===== src/rtl/motor_ramp_pkg.sv =====
// Shared types and helpers for the motor_ramp slew-rate limiter.
package motor_ramp_pkg;

    localparam int MAG_W = 10;
    localparam logic [MAG_W-1:0] MAG_MAX = 10'd1023;

    typedef enum logic {
        RUN  = 1'b0,
        DEAD = 1'b1
    } ramp_state_t;

    typedef struct packed {
        logic             rev;
        logic [MAG_W-1:0] mag;
    } motor_cmd_t;

    // Magnitude of a 12-bit two's-complement value, clamped to MAG_MAX.
    // -2048 negates to 12'h800, which the clamp catches as out of range.
    function automatic logic [MAG_W-1:0] sat_mag(input logic [11:0] e);
        logic [11:0] a;
        a = e[11] ? (~e + 12'd1) : e;
        if (a > {2'b00, MAG_MAX}) begin
            return MAG_MAX;
        end
        return a[MAG_W-1:0];
    endfunction

endpackage


===== src/rtl/motor_ramp_chan.sv =====
// One motor channel: target saturation, slew limiting and reversal dwell.
// Optional macro MOTOR_RAMP_BRAKE_EN: a zero effective target clears the
// magnitude on the next clock instead of ramping down.
module motor_ramp_chan
    import motor_ramp_pkg::*;
#(
    parameter int STEP       = 8,
    parameter int DEAD_TICKS = 4
) (
    input  logic        clk,
    input  logic        rst,
    input  logic        tick,
    input  logic [11:0] target,
    input  logic        en,
    output motor_cmd_t  cmd,
    output logic        settled,
    output logic        in_dead
);

    localparam int DCNT_W = (DEAD_TICKS > 1) ? $clog2(DEAD_TICKS) : 1;
    localparam logic [MAG_W-1:0]  STEP_M    = MAG_W'(STEP);
    localparam logic [DCNT_W-1:0] DCNT_LOAD = DCNT_W'((DEAD_TICKS > 0) ? DEAD_TICKS - 1 : 0);

    ramp_state_t       state_q, state_d;
    logic              sign_q, sign_d;
    logic [MAG_W-1:0]  mag_q, mag_d;
    logic [DCNT_W-1:0] dcnt_q, dcnt_d;

    logic [11:0]       eff;
    logic [MAG_W-1:0]  t_mag;
    logic              t_sign;
    logic [MAG_W-1:0]  diff;

    // Effective target, next-state and per-tick magnitude update.
    always_comb begin
        eff     = en ? target : '0;
        t_mag   = sat_mag(eff);
        // A zero target carries no direction, so it never requests a reversal.
        t_sign  = (t_mag == '0) ? sign_q : eff[11];
        diff    = '0;
        state_d = state_q;
        sign_d  = sign_q;
        mag_d   = mag_q;
        dcnt_d  = dcnt_q;

        if (tick) begin
            if (state_q == RUN) begin
                if (t_sign == sign_q) begin
                    if (mag_q < t_mag) begin
                        diff  = t_mag - mag_q;
                        mag_d = mag_q + ((diff > STEP_M) ? STEP_M : diff);
                    end else begin
                        diff  = mag_q - t_mag;
                        mag_d = mag_q - ((diff > STEP_M) ? STEP_M : diff);
                    end
                end else if (mag_q != '0) begin
                    mag_d = mag_q - ((mag_q > STEP_M) ? STEP_M : mag_q);
                end else if (DEAD_TICKS == 0) begin
                    sign_d = t_sign;
                end else begin
                    state_d = DEAD;
                    dcnt_d  = DCNT_LOAD;
                end
            end else begin
                mag_d = '0;
                if (t_sign == sign_q) begin
                    state_d = RUN;
                end else if (dcnt_q == '0) begin
                    sign_d  = t_sign;
                    state_d = RUN;
                end else begin
                    dcnt_d = dcnt_q - DCNT_W'(1);
                end
            end
        end

`ifdef MOTOR_RAMP_BRAKE_EN
        // Brake overrides the tick-paced update; direction is kept.
        if (t_mag == '0) begin
            mag_d   = '0;
            state_d = RUN;
            sign_d  = sign_q;
            dcnt_d  = '0;
        end
`endif
    end

    // Channel state registers with synchronous reset.
    always_ff @(posedge clk) begin
        if (rst) begin
            state_q <= RUN;
            sign_q  <= 1'b0;
            mag_q   <= '0;
            dcnt_q  <= '0;
        end else begin
            state_q <= state_d;
            sign_q  <= sign_d;
            mag_q   <= mag_d;
            dcnt_q  <= dcnt_d;
        end
    end

    // Status and command outputs derived from the registers.
    always_comb begin
        cmd.rev = sign_q;
        cmd.mag = mag_q;
        settled = (state_q == RUN) && (mag_q == t_mag) &&
                  ((t_mag == '0) || (sign_q == t_sign));
        in_dead = (state_q == DEAD);
    end

endmodule


===== src/rtl/motor_ramp.sv =====
// motor_ramp: dual-channel slew-rate limiter feeding the motor PWM driver.
// Holds the shared ramp prescaler and target registers.
// Optional macro MOTOR_RAMP_BRAKE_EN (see motor_ramp_chan).
module motor_ramp
    import motor_ramp_pkg::*;
#(
    parameter int RAMP_DIV   = 512,
    parameter int STEP       = 8,
    parameter int DEAD_TICKS = 4
) (
    input  logic        clk,
    input  logic        rst,
    input  logic [11:0] tgt_lft,
    input  logic [11:0] tgt_rht,
    input  logic        tgt_vld,
    input  logic        en,
    output logic [10:0] lft,
    output logic [10:0] rht,
    output logic        at_tgt,
    output logic        reversing
);

    localparam int PS_W = (RAMP_DIV > 1) ? $clog2(RAMP_DIV) : 1;
    localparam logic [PS_W-1:0] PS_LAST = PS_W'(RAMP_DIV - 1);

    logic [PS_W-1:0] ps_q, ps_d;
    logic [11:0]     tgt_lft_q, tgt_lft_d;
    logic [11:0]     tgt_rht_q, tgt_rht_d;
    logic            tick;

    motor_cmd_t      lft_cmd, rht_cmd;
    logic            lft_settled, rht_settled;
    logic            lft_dead, rht_dead;

    // Prescaler wrap and target capture.
    always_comb begin
        tick      = (ps_q == PS_LAST);
        ps_d      = tick ? '0 : ps_q + PS_W'(1);
        tgt_lft_d = tgt_vld ? tgt_lft : tgt_lft_q;
        tgt_rht_d = tgt_vld ? tgt_rht : tgt_rht_q;
    end

    // Shared registers with synchronous reset.
    always_ff @(posedge clk) begin
        if (rst) begin
            ps_q      <= '0;
            tgt_lft_q <= '0;
            tgt_rht_q <= '0;
        end else begin
            ps_q      <= ps_d;
            tgt_lft_q <= tgt_lft_d;
            tgt_rht_q <= tgt_rht_d;
        end
    end

    motor_ramp_chan #(
        .STEP       (STEP),
        .DEAD_TICKS (DEAD_TICKS)
    ) u_lft (
        .clk     (clk),
        .rst     (rst),
        .tick    (tick),
        .target  (tgt_lft_q),
        .en      (en),
        .cmd     (lft_cmd),
        .settled (lft_settled),
        .in_dead (lft_dead)
    );

    motor_ramp_chan #(
        .STEP       (STEP),
        .DEAD_TICKS (DEAD_TICKS)
    ) u_rht (
        .clk     (clk),
        .rst     (rst),
        .tick    (tick),
        .target  (tgt_rht_q),
        .en      (en),
        .cmd     (rht_cmd),
        .settled (rht_settled),
        .in_dead (rht_dead)
    );

    // Combine channel status into the block outputs.
    always_comb begin
        lft       = lft_cmd;
        rht       = rht_cmd;
        at_tgt    = lft_settled && rht_settled;
        reversing = lft_dead || rht_dead;
    end

endmodule


===== config.mk =====
export PLATFORM = sky130hd
export DESIGN_NAME = motor_ramp
export DESIGN_NICKNAME = d
export VERILOG_FILES = /design/src/rtl/motor_ramp_pkg.sv /design/src/rtl/motor_ramp_chan.sv /design/src/rtl/motor_ramp.sv
export SDC_FILE = /design/constraint.sdc
export NUM_CORES = 1
export LEC_CHECK = 0
export CELL_PAD_IN_SITES_DETAIL_PLACEMENT = 0
export CELL_PAD_IN_SITES_GLOBAL_PLACEMENT = 1
export CORE_MARGIN = 1
export CORE_UTILIZATION = 40
export DETAILED_ROUTE_END_ITERATION = 8
export PLACE_DENSITY = 0.75
export SLEW_MARGIN = 20
export SYNTH_ARGS = -nofsm -noshare
export SYNTH_HDL_FRONTEND = slang
export SYNTH_SLANG_ARGS = --single-unit
export TNS_END_PERCENT = 10

===== constraint.sdc =====
create_clock -name clk -period 16.5 [get_ports clk]
set_clock_uncertainty 0.1 [all_clocks]
set_input_delay 1.65 -clock clk [delete_from_list [all_inputs] [get_ports clk]]
set_output_delay 1.65 -clock clk [all_outputs]
set_load 0.02 [all_outputs]

### Word-level counts from Yosys, hierarchy flattened

Cells that the tools add are included.

* register bits after elaboration: 61
* input port bits: 28
* output and inout port bits: 24
* logic and storage cells: 122

* $add $sub $neg: 15
* magnitude comparators: 10
* equal/unequal tests: 11
* mux-type cells: 46
* bitwise gates (word level): 6
* reductions and logical operators: 23

Operator list (count)
* 2-to-1 mux 10 bit: 18
* subtractor 10 bit: 8
* > comparator 10 x 4 -> 1 bit, second input constant: 6
* 2-to-1 mux 12 bit: 4
* adder 12 x 1 -> 12 bit, second input constant: 2
* > comparator 12 x 10 -> 1 bit, second input constant: 2
* NOT 12 bit: 2
* adder 10 bit: 2
* equality test 10 bit: 2
* zero test 10 bit: 2
* less-than comparator 10 bit: 2
* 2-to-1 mux 2 bit: 10
* nonzero test 10 bit: 2
* AND reduction 4 bit: 4
* 2-to-1 mux 1 bit: 14
* adder 9 x 1 -> 9 bit, second input constant: 1
* equality test 9 bit, second input constant: 1
* nonzero test 3 bit: 2
* logical AND 1 bit: 5
* equality test 1 bit: 4
* zero test 2 bit: 2
* != test 2 x 1 -> 1 bit, second input constant: 2
* != test 2 bit, second input constant: 2
* NOT 1 bit: 4
* 4 further kinds: 8

### Depth between registers and ports, before layout

* depth after elaboration: 14
* depth in mapped cells: 38
* mapped depth without buffers: 33

### Cells and area by module

A second synthesis with hierarchy kept.

* cells, all modules: 826
* area total of the unflattened synthesis: 6344.8 sq um

By module, submodules not included
* motor_ramp_chan at u_lft: times used 1, cells an instance 355, area an instance 2558.7 sq um, sequential area each 280.3 sq um
* motor_ramp_chan at u_rht: times used 1, cells an instance 351, area an instance 2556.2 sq um, sequential area each 280.3 sq um
* motor_ramp: times used 1, cells an instance 120, area an instance 1229.9 sq um, sequential area each 660.6 sq um

### Worst setup path before layout

OpenSTA, ideal clock, no wires.

* kind: input to register
* from: in en
* to: reg u_lft.mag_q[8]
* library setup time: 128 ps
* arrival: 9148 ps
* required time: 16272 ps
* slack: 7124 ps
* stages: 38
* buffers on the path: 5
* cell sequence: clkbuf_1 > clkbuf_1 > clkbuf_1 > clkbuf_1 > nand2_1 > ha_1 > nor2b_1 > nand3_1 > or3_1 > nand2b_1 > a21oi_1 > a31oi_1 > a211o_1 > and2_1 > inv_1 > fa_1 > and2b_1 > o21a_1 > (+2 left out) > o32ai_1 > or4_1 > buf_2 > or3_1 > ha_1 > or4_1 > nand3b_1 > o311a_1 > ha_1 > a21o_1 > a21oi_1 > o21ai_0 > a21o_1 > a21oi_1 > xor2_1 > nor3_1 > a21oi_1 > nor2_1

* longest elaborated chain between the ends: 14
* elaborated cells between the ends (all ways): 24
* those cells by class: add/sub: 5; order compare: 4; eq/ne: 1; mux: 10; bitwise: 1; reduce/logical: 3

Ends and longest elaborated chain
* from (decl): line motor_ramp.sv:16 `input logic en,`
* 2-to-1 mux 12 bit *: line motor_ramp_chan.sv:36 `eff = en ? target : '0;`
* NOT 12 bit: line motor_ramp_pkg.sv:21 `a = e[11] ? (~e + 12'd1) : e;`
* adder 12 x 1 -> 12 bit: line motor_ramp_pkg.sv:21
* 2-to-1 mux 12 bit: line motor_ramp_pkg.sv:21
* > comparator 12 x 10 -> 1 bit: line motor_ramp_pkg.sv:22 `if (a > {2'b00, MAG_MAX}) begin`
* 2-to-1 mux 1 bit: line motor_ramp_pkg.sv:22
* 2-to-1 mux 10 bit: line motor_ramp_pkg.sv:25 `return a[MAG_W-1:0];`
* subtractor 10 bit, on equally long branches: line motor_ramp_chan.sv:53, motor_ramp_chan.sv:50
* > comparator 10 x 4 -> 1 bit, on equally long branches: line motor_ramp_chan.sv:54, motor_ramp_chan.sv:51
* 2-to-1 mux 10 bit, on equally long branches: line motor_ramp_chan.sv:54, motor_ramp_chan.sv:51
* subtractor 10 bit or adder 10 bit (tied branches): line motor_ramp_chan.sv:54, motor_ramp_chan.sv:51
* 2-to-1 mux 10 bit: line motor_ramp_chan.sv:49 `if (mag_q < t_mag) begin`
* 2-to-1 mux 10 bit: line motor_ramp_chan.sv:48 `if (t_sign == sign_q) begin`
* 2-to-1 mux 10 bit: line motor_ramp_chan.sv:47 `if (state_q == RUN) begin`
* to (signal assigned): line motor_ramp_chan.sv:98 `mag_q <= mag_d;`
* to (decl): line motor_ramp_chan.sv:26 `logic [MAG_W-1:0] mag_q, mag_d;`

Every way passes the cells marked *; elsewhere a longest branch is shown, timed or not.
A chain may end at the register's enable or synchronous reset.

### Worst setup path after layout

Same ends and word-level chain as after synthesis.

==> out/qor.csv <==
metric;value;unit
CTS sink count;61;
Max Cap Viol;0;
Reg2Reg Setup Slack;8560;ps
crit end category;flip-flop;
Yosys cell types;74;
Tcrit/Tclk final;57.96;%
initial antenna violation count;0;
crit-path max FO;36;
nets@finish;986;
Pwr Density;70.90;nW/um^2
Post-synth EDFFs;0;
worst slew margin relative to its limit;24.38;%
layout cells sized above 1;4.938;%
Leakage Power;0.002988;uW
CP max stage delay;720;ps
Worst Setup EP;u_lft.mag_q[8];
clock root buffer;clkbuf_16;
Syn Nets;969;
share of the synthesized area in the top cell type;18.74;%
DR WL/cell;15.13;um
post-synthesis register bit count;61;
Commonest cells post-synth;nor2_1, inv_1, ha_1;
Final Hold Vio Count;0;
detailed-route via count;6035;
Psw;178.8;uW
final core occ;46.66;%
area delta synth->final;13.77;%
Max IR drop VDD;0.04637;mV
Ports;52;
Worst EP arrival;9660;ps
First-pass DRT Iterations;5;
total CTS buffers;9;
most frequent cell after synthesis;nor2_1;
Slew Viols, Final;0;
Hold Slack;345.6;ps
pre-CTS setup slack;6627;ps
unrepaired setup endpoints after global routing;no;
Reg clk slew, reported paths;50;ps
Crit path required time;16600;ps
final worst slack;6937;ps
Post-CTS Setup Inserts;0;
vias in the first global route;5519;
sequential share of power;30.3;%
Synth Cell Area;6515;um^2
Crit Path Category;primary input to flip-flop;
initial DRC count;314;
CORE AREA;15890;um^2
die width;129.6;um
total negative setup slack;0;ps
Fillers;1655;
initial core utilization;41.01;%
CTS tree;yes;
R2R depth;31;
Clk Latency, worst-skew pair;330;ps
status;finished clean;
GRT overflow;0;
largest net degree at the start of global routing;58;
startpoint types;primary input;
Worst R2R End;u_lft.mag_q[8];
row cnt;46;
synth warn;0;
asr flop ratio synth;0;%
Crit. Startpoint;en;
RR Startpoint;tgt_lft_q[0];
hold buffers post-CTS;0;
Synth Flop Type;dfxtp_1;
Gate power share;32.6;%
clock share of power;37.1;%
DIE HEIGHT;129.6;um
Die Area;16800;um^2
Syn Area/Cell;7.497;um^2
dominant cells by area after synthesis;dfxtp_1, ha_1, mux2i_1;
post-route minimum period;9563;ps
CTS max path bufs;2;
Routed WL;16750;um
sequential cell area fraction in the yosys report;18.74;%
DRC;0;
Switching Fraction;34.03;%
Port-buffer cells;51;
cell taking the most area after synthesis;dfxtp_1;
H-tree Lvls;3;
f_max;104.6;MHz
worst slew pin tran;1124;ps
Post-Synthesis Cells;869;
HPWL Detailed;12770;um
Hold WC Path Type;flip-flop to flip-flop;
n_diodes;0;
vias per cell;5.452;
post-CTS sizing;0;
global-route wire length before repair;27830;um
GP Congestion;0.8385;
GRT Overall Usage;20.72;%
slowest CP cell;or4_1;
antenna viol nets, final;0;
Int Pwr;346.7;uW
final setup vio count;0;
==> logic make-up after synthesis <==
| group | Yosys count | share of synthesized area [%] |
|---|---|---|
| AND/OR/NAND/NOR | 316 | 25.33 |
| AO/OA/AOI/OAI | 222 | 22.32 |
| buffers and inverters | 116 | 7.202 |
| adder cells (fa/ha/maj) | 72 | 14.52 |
| flip-flops | 61 | 18.74 |
| XOR/XNOR | 41 | 5.512 |
| multiplexers | 41 | 6.376 |
==> final cells by class <==
class                   count  area (um^2)  share of cell area [%]
repair buffers             55        535.5                   7.225
flip-flops and latches     61         1221                   16.48
well taps                 216        270.3                   3.646
clock inverters             6        62.56                  0.8440
clock buffers              10        239.0                   3.224
multi-input cells         692         4832                   65.19
inverters                  67        251.5                   3.393
==> worst min path at each step <==
stage,startpoint,cells after the start,end,slack (ps)
floorplan,ps_q[0],1,ps_q[0],320
global placement,ps_q[0],1,ps_q[0],330
detailed placement,ps_q[0],1,ps_q[0],340
CTS,ps_q[0],1,ps_q[0],350
global route,ps_q[0],1,ps_q[0],360
finish,ps_q[0],1,ps_q[0],350
==> metrics by stage <==
stage               instances  cell area, um^2  total power (uW)
floorplan                 869             6515             293.5
global placement         1091             7111             332.6
detailed placement       1091             7111             332.0
CTS                      1107             7412             530.6
global route             1107             7412             557.7
finish                   1107             7412             525.5
==> state kept, by name, summed over array words and instances, names as in the netlist <==
signal and count:
ps_q 9, tgt_lft_q 12, tgt_rht_q 12, u_lft.dcnt_q 2, u_lft.in_dead 1, u_lft.mag_q 10, u_lft.sign_q 1, u_rht.dcnt_q 2
u_rht.in_dead 1, u_rht.mag_q 10, u_rht.sign_q 1
==> power by group through the flow <==
stage / clock network, uW / logic, uW / registers (uW)
6_report: 195 / 171 / 159
5_1_grt: 206 / 192 / 160
3_3_place_gp: 0 / 170 / 162
2_1_floorplan: 0 / 135 / 158
4_1_cts: 201 / 171 / 159
3_5_place_dp: 0 / 170 / 162
==> cell usage in the layout (no fill, tap or decap), drive strengths merged, types with 24 or more instances in the layout <==
cell	instances
nor2	93
xnor2	25
inv	67
ha	66
a21oi	62
o21ai	38
mux2i	37
nand2	49
clkdlybuf4s50	50
dfxtp	61
o21a	24
nor3	29
==> worst max-delay path: cells and delay by family <==
family          cells  cell delay (ps)
simple gates       13             3300
buf+inv             3              730
xor+xnor            1              150
fa+ha+maj           4             1150
compound gates     12             2680
==> metal layers <==
layer  GRT usage (%)  wire length [um]
met1           30.63              8914
met2           31.08              7093
met3           2.849               545
met4           5.746               199
met5               0                 0
No activity file was read; power rests on OpenSTA's default activity.
